## src/rtl/pipeline_reg_pkg.sv

```systemverilog
// Shared constants and the occupancy encoding for the pipeline_reg skid-buffer slice.
package pipeline_reg_pkg;

  localparam int DEFAULT_DATA_W = 32;

  // Number of words held by the slice: main only, or main plus skid.
  typedef enum logic [1:0] {
    OCC_EMPTY = 2'd0,
    OCC_ONE   = 2'd1,
    OCC_FULL  = 2'd2
  } occ_e;

endpackage

```

## src/rtl/pipeline_reg.sv

```systemverilog
// pipeline_reg: full-throughput valid/ready register slice with a one-word skid buffer.
// Define PIPELINE_REG_DATA_RST_EN to give main_data/skid_data an asynchronous reset to 0.
module pipeline_reg
  import pipeline_reg_pkg::*;
#(
  parameter int DATA_W = DEFAULT_DATA_W
) (
  input  logic              clk,
  input  logic              rst_n,
  input  logic              in_valid,
  output logic              in_ready,
  input  logic [DATA_W-1:0] in_data,
  output logic              out_valid,
  input  logic              out_ready,
  output logic [DATA_W-1:0] out_data
);

  logic              main_valid_q, main_valid_d;
  logic              skid_valid_q, skid_valid_d;
  logic              in_ready_q,   in_ready_d;
  logic [DATA_W-1:0] main_data_q,  main_data_d;
  logic [DATA_W-1:0] skid_data_q,  skid_data_d;

  logic in_xfer;
  logic out_xfer;
  occ_e occ;

  always_comb begin
    in_xfer  = in_valid && in_ready_q;
    out_xfer = main_valid_q && out_ready;

    occ = OCC_EMPTY;
    if (skid_valid_q)      occ = OCC_FULL;
    else if (main_valid_q) occ = OCC_ONE;

    main_valid_d = main_valid_q;
    main_data_d  = main_data_q;
    skid_valid_d = skid_valid_q;
    skid_data_d  = skid_data_q;

    case (occ)
      OCC_EMPTY: begin
        if (in_xfer) begin
          main_valid_d = 1'b1;
          main_data_d  = in_data;
        end
      end
      OCC_ONE: begin
        if (in_xfer && out_xfer) begin
          main_data_d = in_data;
        end else if (in_xfer) begin
          skid_valid_d = 1'b1;
          skid_data_d  = in_data;
        end else if (out_xfer) begin
          main_valid_d = 1'b0;
        end
      end
      OCC_FULL: begin
        // in_ready is low here, so only the skid-to-main move can happen.
        if (out_xfer) begin
          main_data_d  = skid_data_q;
          skid_valid_d = 1'b0;
        end
      end
      default: ;
    endcase

    // Registered ready: looks at next-cycle skid occupancy, never at out_ready directly.
    in_ready_d = !skid_valid_d;
  end

  always_ff @(posedge clk or negedge rst_n) begin
    if (!rst_n) begin
      main_valid_q <= 1'b0;
      skid_valid_q <= 1'b0;
      in_ready_q   <= 1'b0;
    end else begin
      main_valid_q <= main_valid_d;
      skid_valid_q <= skid_valid_d;
      in_ready_q   <= in_ready_d;
    end
  end

`ifdef PIPELINE_REG_DATA_RST_EN
  always_ff @(posedge clk or negedge rst_n) begin
    if (!rst_n) begin
      main_data_q <= '0;
      skid_data_q <= '0;
    end else begin
      main_data_q <= main_data_d;
      skid_data_q <= skid_data_d;
    end
  end
`else
  always_ff @(posedge clk) begin
    main_data_q <= main_data_d;
    skid_data_q <= skid_data_d;
  end
`endif

  assign in_ready  = in_ready_q;
  assign out_valid = main_valid_q;
  assign out_data  = main_data_q;

endmodule

```

## config.mk

```make
export PLATFORM = sky130hd
export DESIGN_NAME = pipeline_reg
export DESIGN_NICKNAME = d
export VERILOG_FILES = /design/src/rtl/pipeline_reg_pkg.sv /design/src/rtl/pipeline_reg.sv
export SDC_FILE = /design/constraint.sdc
export NUM_CORES = 1
export LEC_CHECK = 0
export ABC_AREA = 1
export BUFFER_PORTS_ARGS = -buffer_cell sky130_fd_sc_hd__buf_2
export CORE_MARGIN = 8
export CORE_UTILIZATION = 46
export CTS_CLUSTER_DIAMETER = 50
export DETAILED_ROUTE_END_ITERATION = 8
export GPL_TIMING_DRIVEN = 0
export PLACE_DENSITY = 0.74
export SLEW_MARGIN = 30
export SYNTH_ARGS = -nofsm -noshare
export SYNTH_HDL_FRONTEND = slang
export SYNTH_SLANG_ARGS = --single-unit
```

## constraint.sdc

```tcl
create_clock -name clk -period 2.29 [get_ports clk]
set_input_delay 0.687 -clock clk [delete_from_list [all_inputs] [get_ports clk]]
set_output_delay 0.687 -clock clk [all_outputs]
set_load 0.05 [all_outputs]
```

==> Word-level counts from Yosys, hierarchy flattened <==
Index checks and enable logic that the tools add are counted.
{ "word_totals": {"word_cells": 39, "input_bits": 36, "regBits": 67, "out_inout_bits": 34} }
{ "op_classes": {"reduce_logical": 10, "mux": 15, "n_eq_ne": 8, "n_bitwise": 1} }
{ "op_table": {"columns": ["op", "n"], "rows": [
  ["$mux W32", 3],
  ["$pmux W32 S3", 1],
  ["$ne A2 B2 Y1 const B", 6],
  ["$mux W1", 8],
  ["$reduce_and A5 Y1", 1],
  ["$pmux W1 S2", 2],
  ["$reduce_and A4 Y1", 1],
  ["$logic_and A1 B1 Y1", 3],
  ["$reduce_and A3 Y1", 1],
  ["$reduce_bool A3 Y1", 1],
  ["$eq A2 B1 Y1 const B", 1],
  ["$eq A2 B2 Y1 const B", 1],
  ["$logic_not A2 Y1", 1],
  ["$mux W2", 1],
  ["$reduce_bool A2 Y1", 1],
  ["$logic_not A1 Y1", 1],
  ["$not A1 Y1", 1]
]} }

==> Logic depth before layout (Yosys ltp) <==
Gate-level depths: netlist (run 1).
{ "depth": {"ltp_word": 5, "ltp_mapped": 5, "ltp_nobuf": 4} }

==> Least setup slack after synthesis (run 1) <==
OpenSTA, ideal clock, no wires.
{ "synth_path": {"path_kind": "register to register", "start": "register main_valid_q (netlist: out_valid)", "end": "register main_data_q[0] (netlist: out_data[0]) (enable)", "required_time_ns": 1.869, "setup_ns": 0.421, "period_less_slack_ns": 2.670, "stages_incl_launch_ff": 5, "arrival_ns": 2.249, "n_path_buf": 0, "setup_slack_ns": -0.380, "cell_sequence": "dfrtp_1 -> inv_1 -> nand2_1 -> nand2_1 -> nor2_1"} }
{ "synth_between": {"elab_chain_cells": 5, "word_cells_on_any_way": 12, "cone_classes": "eq/ne: 5; mux: 2; reduce/logical: 5"} }
{ "synth_lines": {"columns": ["item", "line", "text"], "rows": [
  ["from (decl)", "pipeline_reg.sv:18", "logic main_valid_q, main_valid_d;"],
  ["from (signal assigned)", "pipeline_reg.sv:78", "main_valid_q <= main_valid_d;"],
  ["$mux W1", "pipeline_reg.sv:34", "else if (main_valid_q) occ = OCC_ONE;"],
  ["$mux W2", "pipeline_reg.sv:33", "if (skid_valid_q) occ = OCC_FULL;"],
  ["$eq A2 B1 Y1, or another cell as far along", "pipeline_reg.sv:41", "case (occ)"],
  ["$ne A2 B2 Y1 (no line) / $reduce_bool A3 Y1 (equally long branches)", null, null],
  ["$reduce_and A4 Y1 (no line) (*)", null, null],
  ["to (signal assigned)", "pipeline_reg.sv:96", "main_data_q <= main_data_d;"],
  ["to (decl)", "pipeline_reg.sv:21", "logic [DATA_W-1:0] main_data_q, main_data_d;"]
]} }
Every way passes the cells marked *; elsewhere a longest branch is shown, timed or not.
A chain may end at the register's enable or synchronous reset.

==> Worst setup path in the final report (run 1) <==
{ "layout_path": {"start": "register main_valid_q (netlist: out_valid)", "end": "output out_valid"} }
{ "layout_rtl": {"columns": ["item", "line", "text"], "rows": [
  ["to (decl)", "pipeline_reg.sv:13", "output logic out_valid,"]
]} }
No word-level cell between the ends.

==> metrics.log, run 1 <==
[metrics] result of the run: complete, no violations
[metrics] Setup Slack @ Placement: 366 ps
[metrics] worst vdd ir: 0.980 mV
[metrics] Syn Area/Cell: 13.4 um2
[metrics] Max stage delay cell, worst path: dfrtp_1
[metrics] standard-cell rows: 27
[metrics] top cell family by delay on the critical path: flip-flops
[metrics] die boundary height: 90.3 um
[metrics] distinct cell type count of the synthesized netlist: 13
[metrics] final setup violation count: 0
[metrics] worst min-delay path category: in2async
[metrics] die width: 90.3 um
[metrics] Clock Skews: 8.12 ps
[metrics] number of DRC markers after the initial detailed-route iteration: 102
[metrics] Power Density: 1510 nW/um2
[metrics] Total Wirelength: 4.81 mm
[metrics] worst setup path endpoint: out_valid
[metrics] critical path data arrival time: 1010 ps
[metrics] clock tree from TritonCTS: done
[metrics] final routed DRC violation total: 0
[metrics] leftover overflow at the end of global routing: 0
[metrics] worst reg-to-reg setup slack: 660 ps
[metrics] initial antenna violation count: 0
[metrics] average via count per standard cell: 4.58
[metrics] clock insertion delay at the later pin of the skew report: 330 ps
[metrics] worst max-slew margin expressed relative to the limit: 0.722
[metrics] delay of the slowest cell on the worst path: 400 ps
[metrics] synthesized net count: 225
[metrics] leakage power total: 0.00141 uW
[metrics] RSZ-0062 raised after global routing: no
[metrics] via count of the first global-routing pass: 1668
[metrics] list of cells traversed by the critical path: buf_2
[metrics] I/O pin total: 70
[metrics] post-synthesis instance area: 2540 um2
[metrics] total count of hold-check failures in the final report: 0
[metrics] clock slew seen by the registers of the worst setup and hold paths: 60 ps
[metrics] actual slew at the worst max-slew pin: 416 ps
[metrics] post-detailed-route wirelength per cell: 13.8 um
[metrics] largest driver fanout on the critical path: 5
[metrics] router iterations before antenna repair: 4
[metrics] number of warnings printed during yosys synthesis: 0
[metrics] routability congestion estimate: 0.710
[metrics] core outline area: 5410 um2
[metrics] # diodes: 0
[metrics] Required @ worst endpoint: 1600 ps
[metrics] synthesis-to-layout area growth: 27.4%
[metrics] Final Max Tran Viols: 0
[metrics] Post-CTS Repair Setup Buffers: 0
[metrics] register area share after synthesis: 0.787
[metrics] wire length of the first global-routing pass: 7.79 mm
[metrics] element type at the critical path end: primary output
[metrics] CP Buf/Inv Count: 1
[metrics] post-cts sizing count: 0
[metrics] fraction of layout cells with a size suffix above 1: 0.377
[metrics] synthesis-stage register bit count: 67
[metrics] shortest period the worst path allows: 1700 ps
[metrics] beginning of the critical path: out_valid
[metrics] number of I/O port buffers: 69
[metrics] Root Buffer: clkbuf_8
[metrics] maximum number of pins on one net before global-route repair: 23
[metrics] category of the most critical setup path: reg2out
[metrics] maximum clock rate: 588 MHz
[metrics] number of CTS-inserted buffers: 9
[metrics] count of max-cap constraint violations: 0
[metrics] detailed-placement wirelength estimate: 3.45 mm
[metrics] Reg2Reg Capture Point: skid_data_q[13]
[metrics] kind of start point of the critical path: register
[metrics] H-tree Lvls: 3
[metrics] Antenna Violating Nets Remaining: 0
[metrics] final net count: 307
[metrics] number of sinks driven by the clock tree: 67
[metrics] Initial Utilization: 0.469
[metrics] total number of cells along the worst setup path: 1
[metrics] setup TNS after final layout: 0 ps
[metrics] maximum buffer depth of the clock tree: 2
[metrics] hold-fix buffer count after cts: 0
[metrics] full die area: 8150 um2
[metrics] total track usage: 0.124
[metrics] worst setup margin: 590 ps
[metrics] instance count of the mapped netlist: 189
[metrics] final period utilization: 0.742
[metrics] Worst Reg2Reg Path Length in Cells: 5
[metrics] total via count after detailed routing: 1595
per-layer routing:
layer / share of wire / wire length [um] / up-vias / global-route usage
li1: - / - / 798 / -
met1: 0.41 / 1970 / 741 / 0.127
met2: 0.52 / 2480 / 50 / 0.210
met3: 0.056 / 269 / 6 / 0.0424
met4: 0.020 / 94 / 0 / 0.0791
met5: 0 / 0 / - / 0
how the worst min path moves through the flow:
stage                     start        end  cells after the start
after global placement    rst_n  out_valid                      1
final                     rst_n   in_ready                      1
after global routing      rst_n   in_ready                      1
after CTS                 rst_n   in_ready                      1
after detailed placement  rst_n  out_valid                      1
after floorplan           rst_n  async pin                      0
registers in the layout, summed over array words and instances (netlist names), named ones only:
register and flops:
out_data 32, skid_data_q 32, in_ready 1, out_valid 1
power by group:
part	internal, uW	switching (uW)
clock network	530	407
registers	1820	87.5
logic	479	1550
total	2830	2040
synth_stat cells, drive strengths merged:
master,n,area share
edfxtp,64,0.76
o21ai,1,0.0020
dfrtp,3,0.030
a21oi,1,0.0020
nand2,106,0.17
nand3,1,0.0020
inv,3,0.0074
buf,7,0.028
nor2,3,0.0044
worst reg2reg max path: stages, from the launching register on:
cell and delay, ps:
dfrtp_1 380, buf_6 150, inv_8 80, nand3_1 130
nor2_4 370, buf_16 230
cells by family (layout without fill, tap and decap cells):
family                 count (synthesis)  count (layout)  share of synthesized area
AND/OR/NAND/NOR                      110             110                      0.173
flip-flops                            67              67                      0.787
buffers and inverters                 10              97                     0.0355
AO/OA/AOI/OAI                          2               2                    0.00394
layout by cell type (no fill, tap or decap), drive strengths merged:
master and instances:
nand2 106, edfxtp 64, nor2 3, inv 3, clkinv 2, buf 78, a21oi 1, dfrtp 3
o21ai 1, clkbuf 13, nand3 1, bufinv 1
through the flow:
step	power, uW	hold WS [ps]	instances	util	cell area [um2]
3_5_place_dp	3990	491	332	0.563	3040
3_3_place_gp	3870	488	330	0.551	2980
5_1_grt	5110	128	348	0.598	3230
6_report	4870	141	348	0.598	3230
2_1_floorplan	3450	391	189	-	2540
4_1_cts	4930	129	348	0.598	3230
cell type report:
| class | count | area (um2) |
|---|---|---|
| Inverter | 3 | 18.8 |
| Clock buffer | 13 | 149 |
| Multi-Input combinational cell | 112 | 464 |
| Sequential cell | 67 | 2000 |
| Fill cell | 447 | 2170 |
| Tap cell | 72 | 90.1 |
| Buffer | 7 | 71.3 |
| Timing Repair Buffer | 71 | 400 |
| Clock inverter | 3 | 40.0 |
Note: power is estimated with default switching activity, not from simulation.
==> inputs of run 2 (changes only) <==
- ABC_AREA: 1 -> 0
- CORE_UTILIZATION: 46 -> 51
- PLACE_DENSITY: 0.74 -> 0.78
- clock period: 2.29 -> 1.6 ns (I/O delays scaled with it)
==> run 2 against run 1 <==
Against the previous run:
- total power grew 40%
- combinational power grew 48%
- non-clock buffer count grew 10
- critical endpoint is now skid_data_q[2]
- largest power group unchanged
- highest routed layer unchanged
==> metrics.log, run 2 <==
[metrics] result of the run: complete, no violations
[metrics] library cell occupying the most area in the post-synthesis netlist: edfxtp_1
[metrics] critical hold path startpoint: in_data[28]
[metrics] number of warnings printed during yosys synthesis: 0 (unchanged)
[metrics] Post-Synth Simple-Gate Area: 0.0166 (-0.157)
[metrics] maximum number of pins on one net before global-route repair: 17 (-26%)
[metrics] share of the synthesized area in compound gates (AO/OA/AOI/OAI): 0.0126 (+0.00864)
[metrics] register area share after synthesis: 0.803 (+0.0159)
[metrics] final period utilization: 0.949
[metrics] number of DRC markers after the initial detailed-route iteration: 102 (unchanged)
[metrics] number of sinks driven by the clock tree: 67 (unchanged)
[metrics] total track usage: 0.137 (+0.0139)
[metrics] via count of the first global-routing pass: 1556 (-6.7%)
[metrics] commonest cells after routing, fill and taps aside: buf_2 (69), edfxtp_1 (64), mux2_2 (27), buf_4 (11), clkbuf_8 (9)
[metrics] # diodes: 0 (unchanged)
[metrics] Fillers: 306 (-32%)
[metrics] Root Buffer: clkbuf_8
[metrics] instance count of the mapped netlist: 114 (-40%)
[metrics] die boundary height: 85.8 um (-4.9%)
[metrics] final net count: 246 (-20%)
[metrics] initial antenna violation count: 0 (unchanged)
[metrics] worst setup margin: 81.7 ps (-508 ps)
[metrics] area share of fa/ha/maj cells after synthesis: 0 (unchanged)
[metrics] detailed-placement wirelength estimate: 3.33 mm (-3.5%)
[metrics] Worst Reg2Reg Path Length in Cells: 4 (-1)
[metrics] maximum clock rate: 659 MHz
[metrics] worst max-slew margin expressed relative to the limit: 0.690 (-0.0314)
[metrics] clock slew seen by the registers of the worst setup and hold paths: 70 ps (about the same)
[metrics] routability congestion estimate: 0.677 (-4.6%)
[metrics] Total Wirelength: 4.93 mm (+2.4%)
[metrics] clock tree from TritonCTS: done
[metrics] largest driver fanout on the critical path: 10 (+5)
[metrics] Reg2Reg Capture Point: skid_data_q[2]
[metrics] critical path data arrival time: 1570 ps (+560 ps)
[metrics] Hold Worst Slack: 337 ps (+197 ps)
[metrics] shortest period the worst path allows: 1520 ps
[metrics] Antenna Violating Nets Remaining: 0 (unchanged)
[metrics] Power Density: 2060 nW/um2 (+37%)
[metrics] leakage power total: 0.00127 uW (-9.6%)
[metrics] Initial Utilization: 0.526 (+0.0571)
[metrics] Final Max Tran Viols: 0 (unchanged)
[metrics] main area contributors after synthesis: edfxtp_1 (77%), mux2_2 (12%), dfrtp_1 (3.0%)
[metrics] fraction of synthesized cell area taken by the top area cell type: 0.773 (+0.0153)
[metrics] Top FF cell, synth: edfxtp_1
[metrics] Post-synth top cells: edfxtp_1 (64), mux2_2 (27), mux2_4 (5)
[metrics] dominant combinational cell family by area after synthesis: multiplexers
[metrics] maximum buffer depth of the clock tree: 2 (unchanged)
[metrics] total instance count after detailed placement: 253 (-24%)
[metrics] RSZ-0062 raised after global routing: no
[metrics] I/O pin total: 70 (unchanged)
[metrics] post-synthesis instance area: 2490 um2 (-2.0%)
[metrics] most common library cell in the layout ignoring fill and taps: buf_2
[metrics] full die area: 7370 um2 (-9.6%)
[metrics] worst vdd ir: 1.29 mV (+32%)
[metrics] number of CTS-inserted buffers: 9 (unchanged)
[metrics] post-detailed-route wirelength per cell: 17.5 um (+26%)
[metrics] multiplexer fraction of the synthesized cell area: 0.152 (+0.152)
[metrics] core outline area: 4720 um2 (-13%)
[metrics] synthesis-stage register bit count: 67 (unchanged)
[metrics] number of I/O port buffers: 69 (unchanged)
[metrics] top-count cell post-synth: edfxtp_1
[metrics] wire length of the first global-routing pass: 7.57 mm (-2.8%)
[metrics] Clock Skews: 4.65 ps (-3.47 ps)
[metrics] router iterations before antenna repair: 4 (unchanged)
[metrics] leftover overflow at the end of global routing: 0 (unchanged)
[metrics] hold worst-path end: skid_data_q[28]
[metrics] final setup violation count: 0 (unchanged)
[metrics] distinct cell type count of the synthesized netlist: 15 (+2)
[metrics] Setup Slack @ Placement: -584 ps (-950 ps)
[metrics] average via count per standard cell: 4.93 (+7.5%)
[metrics] element type at the critical path end: register
[metrics] total count of hold-check failures in the final report: 0 (unchanged)
[metrics] die width: 85.8 um (-4.9%)
[metrics] worst reg-to-reg setup slack: 80 ps (-580 ps)
[metrics] worst min-delay path category: in2reg
[metrics] Syn Area/Cell: 21.8 um2 (+63%)
[metrics] number of cells on the worst hold path: 1
[metrics] xor and xnor fraction of the mapped netlist area: 0 (unchanged)
[metrics] final routed DRC violation total: 0 (unchanged)
[metrics] clock insertion delay at the later pin of the skew report: 330 ps (about the same)
[metrics] synthesized net count: 150 (-33%)
[metrics] Required @ worst endpoint: 1650 ps (+50 ps)
[metrics] synthesis-to-layout area growth: 32.6%
[metrics] kind of start point of the critical path: register
[metrics] async set-reset flop share out of synthesis: 0.0448 (unchanged)
[metrics] actual slew at the worst max-slew pin: 464 ps (+48.1 ps)
[metrics] fraction of layout cells with a size suffix above 1: 0.633 (+0.256)
[metrics] category of the most critical setup path: reg2reg
[metrics] count of max-cap constraint violations: 0 (unchanged)
[metrics] non-filler instance count after layout: 282 (-19%)
[metrics] number of enable flip-flop cells after synthesis: 64 (unchanged)
[metrics] total via count after detailed routing: 1390 (-13%)
[metrics] H-tree Lvls: 3 (unchanged)
[metrics] setup TNS after final layout: 0 ps (unchanged)
[metrics] standard-cell rows: 25 (-7.4%)
run 2: routing by layer:
metal / up-vias / routed length, um / track usage
li1: 650 / - / -
met1: 683 / 1940 / 0.144
met2: 45 / 2510 / 0.229
met3: 12 / 369 / 0.0564
met4: 0 / 106 / 0.0780
met5: - / 0 / 0
run 2: what timing repair did:
item / CTS / global route
hold endpoints to repair: 3 / 0
setup endpoints to repair: 64 / 57
resized for setup: 2 / 3
hold buffers: 1 / 0
pin swaps: 3 / 1
setup buffers: 6 / 5
gates cloned: 1 / 1
run 2: worst max path at each step:
| stage | start | slack [ps] | endpoint |
|---|---|---|---|
| floorplan | register | -650 | skid_data_q[0] |
| global placement | register | -1110 | skid_data_q[6] |
| detailed placement | register | -580 | skid_data_q[26] |
| CTS | register | 10 | skid_data_q[2] |
| global route | register | 10 | skid_data_q[7] |
| finish | register | 80 | skid_data_q[2] |
run 2: metrics by stage:
stage	total power, uW	utilization	instance area, um2
after detailed placement	5380	0.629	2970
after CTS	6750	0.685	3240
after global routing	7050	0.698	3300
after global placement	5280	0.623	2940
after floorplan	4770	-	2510
final	6790	0.698	3300
run 2: where the power goes:
group | switching, uW | internal, uW
logic | 2000 | 981
registers | 140 | 2550
clock network | 576 | 548
run 2: logic make-up (layout without fill, tap and decap cells):
group           count (synthesis)  after routing
flops                          67             67
mux                            32             32
simple gates                    6              6
compound gates                  5              6
buf+inv                         4            104
run 2: layout make-up:
type / count / area, um2 / area share
flip-flops and latches: 67 / 2000 / 0.607
repair buffers: 85 / 534 / 0.162
multi-input cells: 44 / 490 / 0.149
clock buffers: 12 / 135 / 0.0410
well taps: 67 / 83.8 / 0.0254
plain buffers: 3 / 35.0 / 0.0106
clock inverters: 4 / 17.5 / 0.00532
run 2: critical path: stages, from the launching register on:
cell and delay, ps:
dfrtp_1 410, buf_12 150, nor4b_4 360, buf_6 180, clkbuf_16 140
